`config.mk`:
```
export PLATFORM = sky130hd
export DESIGN_NAME = rvc_asap_5pl_vga_ctrl
export DESIGN_NICKNAME = d
export VERILOG_FILES = /design/src/rtl/rvc_asap_5pl_vga_ctrl.sv
export SDC_FILE = /design/constraint.sdc
export NUM_CORES = 1
export LEC_CHECK = 0
export CAP_MARGIN = 20
export CORE_UTILIZATION = 49
export CTS_CLUSTER_SIZE = 14
export DETAILED_ROUTE_END_ITERATION = 7
export GPL_ROUTABILITY_DRIVEN = 0
export MAX_ROUTING_LAYER = met4
export PLACE_DENSITY_LB_ADDON = 0.08
export RECOVER_POWER = 50
export SLEW_MARGIN = 20
export SYNTH_ARGS = -nofsm -noshare
export SYNTH_HDL_FRONTEND = slang
export SYNTH_SLANG_ARGS = --single-unit
```
`constraint.sdc`:
```
create_clock -name clock -period 12.35 [get_ports clock]
set_input_delay 3.705 -clock clock [delete_from_list [all_inputs] [get_ports clock]]
set_output_delay 3.705 -clock clock [all_outputs]
set_load 0.01 [all_outputs]
```
`src/rtl/rvc_asap_5pl_vga_ctrl.sv`:
```
// VGA raster controller for the 5-stage core: 640x480@60 timing,
// 1bpp bitmap fetch over memory port B, 4:4:4 colour and sync out.
module rvc_asap_5pl_vga_ctrl #(
    parameter int H_VISIBLE      = 640,
    parameter int H_FP           = 16,
    parameter int H_SYNC         = 96,
    parameter int H_BP           = 48,
    parameter int V_VISIBLE      = 480,
    parameter int V_FP           = 10,
    parameter int V_SYNC         = 2,
    parameter int V_BP           = 33,
    parameter int WORDS_PER_LINE = 20
) (
    input  logic        clock,
    input  logic        rst_n,
    input  logic        cfg_en,
    input  logic [11:0] cfg_fg,
    input  logic [11:0] cfg_bg,
    input  logic [8:0]  cfg_scroll,
    output logic [13:0] address_b,
    input  logic [31:0] q_b,
    output logic [3:0]  vga_r,
    output logic [3:0]  vga_g,
    output logic [3:0]  vga_b,
    output logic        vga_hs,
    output logic        vga_vs,
    output logic        vblank_pulse,
    output logic [15:0] frame_cnt
);

    localparam int H_TOTAL = H_VISIBLE + H_FP + H_SYNC + H_BP;
    localparam int V_TOTAL = V_VISIBLE + V_FP + V_SYNC + V_BP;

    localparam logic [9:0] H_LAST = 10'(H_TOTAL - 1);
    localparam logic [9:0] V_LAST = 10'(V_TOTAL - 1);
    localparam logic [9:0] H_VIS  = 10'(H_VISIBLE);
    localparam logic [9:0] V_VIS  = 10'(V_VISIBLE);
    localparam logic [9:0] HS_BEG = 10'(H_VISIBLE + H_FP);
    localparam logic [9:0] HS_END = 10'(H_VISIBLE + H_FP + H_SYNC - 1);
    localparam logic [9:0] VS_BEG = 10'(V_VISIBLE + V_FP);
    localparam logic [9:0] VS_END = 10'(V_VISIBLE + V_FP + V_SYNC - 1);

    logic [9:0]  h_cnt_q, h_cnt_d;
    logic [9:0]  v_cnt_q, v_cnt_d;
    logic        frame_end;

    logic        en_q;
    logic [11:0] fg_q, bg_q;
    logic [8:0]  scroll_q, scroll_d;
    logic [15:0] frame_cnt_q;

    logic [9:0]  line_sum, line;
    logic [13:0] line_ext, line_mul;
    logic        vis_s0, hs_s0, vs_s0, vb_s0;

    logic        vis1_q, hs1_q, vs1_q, vb1_q;
    logic [4:0]  px1_q;

    logic [11:0] rgb_d, rgb_q;
    logic        hs_q, vs_q, vb_q;

    assign frame_end = (h_cnt_q == H_LAST) && (v_cnt_q == V_LAST);

    // Raster position advance: h every clock, v at end of each line
    always_comb begin
        h_cnt_d = h_cnt_q + 10'd1;
        v_cnt_d = v_cnt_q;
        if (h_cnt_q == H_LAST) begin
            h_cnt_d = 10'd0;
            v_cnt_d = (v_cnt_q == V_LAST) ? 10'd0 : v_cnt_q + 10'd1;
        end
    end

    // Raster position registers
    always_ff @(posedge clock or negedge rst_n) begin
        if (!rst_n) begin
            h_cnt_q <= 10'd0;
            v_cnt_q <= 10'd0;
        end else begin
            h_cnt_q <= h_cnt_d;
            v_cnt_q <= v_cnt_d;
        end
    end

    // Out-of-range scroll values collapse to no scroll
    assign scroll_d = ({1'b0, cfg_scroll} >= V_VIS) ? 9'd0 : cfg_scroll;

    // Config shadows and frame counter update only at the frame wrap
    always_ff @(posedge clock or negedge rst_n) begin
        if (!rst_n) begin
            en_q        <= 1'b0;
            fg_q        <= 12'h000;
            bg_q        <= 12'h000;
            scroll_q    <= 9'd0;
            frame_cnt_q <= 16'd0;
        end else if (frame_end) begin
            en_q        <= cfg_en;
            fg_q        <= cfg_fg;
            bg_q        <= cfg_bg;
            scroll_q    <= scroll_d;
            frame_cnt_q <= frame_cnt_q + 16'd1;
        end
    end

    assign line_sum = v_cnt_q + {1'b0, scroll_q};
    assign line     = (line_sum >= V_VIS) ? line_sum - V_VIS : line_sum;
    assign line_ext = {4'd0, line};

    if (WORDS_PER_LINE == 20) begin : g_shift
        assign line_mul = (line_ext << 4) + (line_ext << 2);
    end else begin : g_mul
        assign line_mul = line_ext * 14'(WORDS_PER_LINE);
    end

    assign vis_s0 = (h_cnt_q < H_VIS) && (v_cnt_q < V_VIS);
    assign hs_s0  = (h_cnt_q >= HS_BEG) && (h_cnt_q <= HS_END);
    assign vs_s0  = (v_cnt_q >= VS_BEG) && (v_cnt_q <= VS_END);
    assign vb_s0  = (h_cnt_q == 10'd0) && (v_cnt_q == V_VIS);

    // Blanking drives address 0 to keep the fetch in range
    assign address_b = vis_s0 ? line_mul + {9'd0, h_cnt_q[9:5]} : 14'd0;

    // Stage 1: delay flags and pixel index to line up with q_b
    always_ff @(posedge clock or negedge rst_n) begin
        if (!rst_n) begin
            vis1_q <= 1'b0;
            hs1_q  <= 1'b0;
            vs1_q  <= 1'b0;
            vb1_q  <= 1'b0;
            px1_q  <= 5'd0;
        end else begin
            vis1_q <= vis_s0;
            hs1_q  <= hs_s0;
            vs1_q  <= vs_s0;
            vb1_q  <= vb_s0;
            px1_q  <= h_cnt_q[4:0];
        end
    end

    // Bit 0 of each fetched word is the leftmost pixel
    always_comb begin
        rgb_d = 12'h000;
        if (vis1_q && en_q) begin
            rgb_d = q_b[px1_q] ? fg_q : bg_q;
        end
    end

    // Stage 2: registered pixel colour, active-low syncs, vblank event
    always_ff @(posedge clock or negedge rst_n) begin
        if (!rst_n) begin
            rgb_q <= 12'h000;
            hs_q  <= 1'b1;
            vs_q  <= 1'b1;
            vb_q  <= 1'b0;
        end else begin
            rgb_q <= rgb_d;
            hs_q  <= ~hs1_q;
            vs_q  <= ~vs1_q;
            vb_q  <= vb1_q;
        end
    end

    assign vga_r        = rgb_q[11:8];
    assign vga_g        = rgb_q[7:4];
    assign vga_b        = rgb_q[3:0];
    assign vga_hs       = hs_q;
    assign vga_vs       = vs_q;
    assign vblank_pulse = vb_q;
    assign frame_cnt    = frame_cnt_q;

endmodule

```
==> impl_metrics.env <==
export IMPL_status="complete, but fails checks"
export IMPL_violations="capacitance limit, slew limit"
export IMPL_cts_buffer_depth=2
export IMPL_hpwl_mm=8.470
export IMPL_wl_per_cell_um=15.40
export IMPL_cts_buffers=9
export IMPL_yosysSeqAreaShare=0.4468
export IMPL_vdd_drop_max_mv=0.06893
export IMPL_drv_cap=2
export IMPL_min_path_type="reg -> reg"
export IMPL_synthMuxAreaShare=0.1311
export IMPL_p_sw_mw=0.1334
export IMPL_insertion_delay_ns=0.37
export IMPL_p_sw_frac=0.2461
export IMPL_antenna_cells=0
export IMPL_antenna_found_initial=0
export IMPL_worstMarginPinSlew_ns=3.374
export IMPL_die_area_um2=11170
export IMPL_synth_async_sr_flop_share=1.000
export IMPL_cts_hold_buf=0
export IMPL_finalMaxSlewViolations=92
export IMPL_drive_gt1_frac=0.09699
export IMPL_yosysMostFrequentCell="dfrtp_1"
export IMPL_synth_top_family_by_area="simple AND/OR/NAND/NOR gates"
export IMPL_yosys_area_top_type="dfrtp_1"
export IMPL_power_leakage_nw=2.905
export IMPL_multi_input_area_um2=2735
export IMPL_ant_nets=0
export IMPL_synth_commonest_cells="dfrtp_1 (92), nor2_1 (41), ha_1 (32), o21ai_0 (32), nand2_1 (29)"
export IMPL_initial_core_util=0.5082
export IMPL_slew_headroom=-1.258
export IMPL_fin_skew_ns=0.01555
export IMPL_powerDensity_nw_per_um2=81.51
export IMPL_rows=37
export IMPL_ys_flop_type="dfrtp_1"
export IMPL_firstDrtPassIters=4
export IMPL_met3_length_um=419
export IMPL_crit_path_end_kind="primary output"
export IMPL_synthXorXnorAreaFrac=0.06624
export IMPL_layout_nets=696
export IMPL_fp_coreArea_um2=10370
export IMPL_cts_sinks=94
export IMPL_cp_slowest_cell="clkdlybuf4s50_1"
export IMPL_grt_pass1_vias=3993
export IMPL_avgSynthCellArea_um2=10.84
export IMPL_whs_ns=0.3586
export IMPL_final_hold_violation_count=0
export IMPL_grt_overflow_total=0
export IMPL_tns_ns=0
export IMPL_die_y_um=105.7
export IMPL_synth_adder_area_share=0.08737
export IMPL_critPathMaxStageDelay_ns=0.56
export IMPL_fmax_mhz=108.8
export IMPL_synth_compound_area_frac=0.08262
export IMPL_yosys_top_cells_area="dfrtp_1 (44%), ha_1 (7.6%), mux2_2 (5.6%)"
export IMPL_cpMostUsedCell="ha_1"
export IMPL_crit_type="reg -> out"
export IMPL_cts_setup_buffers=0
export IMPL_wl_met1_mm=5.061
export IMPL_worstPathCellList="ha_1 -> fa_1 -> a211oi_1 -> o21ai_0 -> a22oi_1 -> xor2_1 -> nor2b_1 -> a21oi_1 -> o22a_1 -> ha_1 -> ha_1 -> a21o_1 -> or4_1 -> a41o_1 -> or3_1 -> a21oi_1 -> clkdlybuf4s50_1"
export IMPL_die_w_um=105.7
export IMPL_synthCells=486
export IMPL_internal_power_mw=0.4087
export IMPL_fillerInstances=896
export IMPL_dr_wl_met2_mm=5.619
export IMPL_rsz0062_at_grt="no"
export IMPL_cts_tree="yes"
export IMPL_period_needed_ns=9.188
export IMPL_htreeDepth=3
export IMPL_clock_power_share=0.373
export IMPL_ys_types=55
export IMPL_io_buffers=112
export IMPL_synth_edff_count=0
export IMPL_sequentialPowerShare=0.567
export IMPL_setup_violations=0
export IMPL_synthesis_area_um2=5270
export IMPL_vias=4041
export IMPL_worst_ep_arrival_time_ns=5.48
export IMPL_vias_per_cell=5.505
export IMPL_grtUsageTotal=0.2212
export IMPL_drc=0
export IMPL_ys_seq_elements=94
export IMPL_synthSimpleGateAreaFrac=0.1576
export IMPL_pwr_share_comb=0.060
export IMPL_ys_warn_count=0
export IMPL_clk_pin_slew_worst_paths_ns=0.11
export IMPL_synth_top_cell_area_share=0.4368
export IMPL_critical_path_top_delay_family="compound AO/OA/AOI/OAI gates"
export IMPL_path_max_fanout=6
export IMPL_cp_required_ns=8.64
export IMPL_drt_iter0_markers=199
export IMPL_register_area_um2=2355
export IMPL_critPathBufInv=1
export IMPL_synth_nets=589
export IMPL_boundaryPins=113
export IMPL_top_layer="met4"
export IMPL_grt_pass1_wl_mm=19.19
export IMPL_cts_resized=0
export IMPL_routed_wl_mm=11.30
export IMPL_fin_crit_sh=0.7440
export IMPL_clock_root_buffer="clkbuf_8"
export IMPL_cp_start_kind="flip-flop"
export IMPL_grt_max_degree=51
export IMPL_layout_area_overhead_vs_synth_pct=26.19
## layout make-up
type / count / area share
repair buffers: 114 / 0.1693
flip-flops and latches: 94 / 0.3541
multi-input cells: 356 / 0.4113
clock buffers: 9 / 0.01863
well taps: 136 / 0.02559
clock inverters: 7 / 0.01091
inverters: 18 / 0.01016
## cell families after synthesis
logic type,Yosys count
XOR/XNOR,39
AO/OA/AOI/OAI,73
AND/OR/NAND/NOR,157
flip-flops,94
buffers and inverters,36
multiplexers,52
adder cells (fa/ha/maj),35
## worst register-to-register path, cell delays in order (launching register included)
cell     delay [ns]
dfrtp_1        0.49
inv_1          0.11
ha_1           0.21
nor4b_1        0.24
nand4_1        0.47
nor2_1         2.65
nand4_1        0.68
nor2_1         0.41
nand3_1        0.14
xnor2_1        0.14
## flip-flops by register name (all words and copies together), names as in the netlist
| register | count |
|---|---|
| vb1_q | 1 |
| vblank_pulse | 1 |
| v_cnt_q | 10 |
| px1_q | 5 |
| vga_vs | 1 |
| rgb_q | 12 |
| vs1_q | 1 |
| scroll_q | 9 |
| fg_q | 12 |
| vis1_q | 1 |
| h_cnt_q | 10 |
| bg_q | 12 |
| vga_hs | 1 |
| hs1_q | 1 |
| en_q | 1 |
| frame_cnt | 16 |
## stage by stage
stage	util	setup slack (ns)	cell area (um^2)	power, mW	instances
2_1_floorplan	-	4.428	5270	0.3186	486
3_3_place_gp	0.6261	3.728	6492	0.3461	718
3_5_place_dp	0.6261	3.593	6492	0.3468	718
4_1_cts	0.6450	3.172	6689	0.5475	734
5_1_grt	0.6413	2.752	6650	0.5638	734
6_report	0.6413	3.162	6650	0.5421	734
## power groups by stage
| stage | Combinational, mW | Sequential (mW) | Clock [mW] |
|---|---|---|---|
| finish | 0.0324 | 0.308 | 0.202 |
| global route | 0.0352 | 0.308 | 0.221 |
| global placement | 0.0325 | 0.314 | 0 |
| floorplan | 0.00492 | 0.314 | 0 |
| CTS | 0.0333 | 0.308 | 0.207 |
| detailed placement | 0.0332 | 0.314 | 0 |
## routing by layer
metal / global-route usage / vias to the layer above
li1: - / 1953
met2: 0.3632 / 93
met4: 0.06845 / 0
met3: 0.02412 / 19
met1: 0.2896 / 1976
met5: - / -
## final timing paths
check / slack, ns / cells past startpoint / end / startpoint
worst min-delay path: 0.36 / 1 / vga_vs$_DFF_PN1_ / vs1_q$_DFF_PN0_
worst max register to register: 6.70 / 9 / frame_cnt[15]$_DFFE_PN0P_ / v_cnt_q[1]$_DFFE_PN0N_
min in group asynchronous: 3.99 / 1 / fg_q[10]$_DFFE_PN0P_ / rst_n
worst min register to register: 0.36 / 1 / vga_vs$_DFF_PN1_ / vs1_q$_DFF_PN0_
max in group asynchronous: 6.71 / 2 / h_cnt_q[3]$_DFF_PN0_ / rst_n
worst max-delay path: 3.16 / 17 / address_b[13] / v_cnt_q[0]$_DFFE_PN0N_
## cells in the final DEF (no fill, tap or decap), drive strengths merged, types with 5 or more instances in the layout
cell,Yosys,routed
xnor2,19,19
clkbuf,11,11
nor2,42,42
nor3,9,9
and2,5,5
ha,32,32
nand4,14,14
dfrtp,92,92
mux4,10,10
nor2b,5,5
clkdlybuf4s50,0,111
a21o,5,5
and3,6,6
xor2,20,20
a21oi,15,15
mux2,26,26
nand2,29,29
o21ai,34,34
mux2i,16,16
nand3,20,20
inv,18,22
Power figures use the tool's default switching activity.
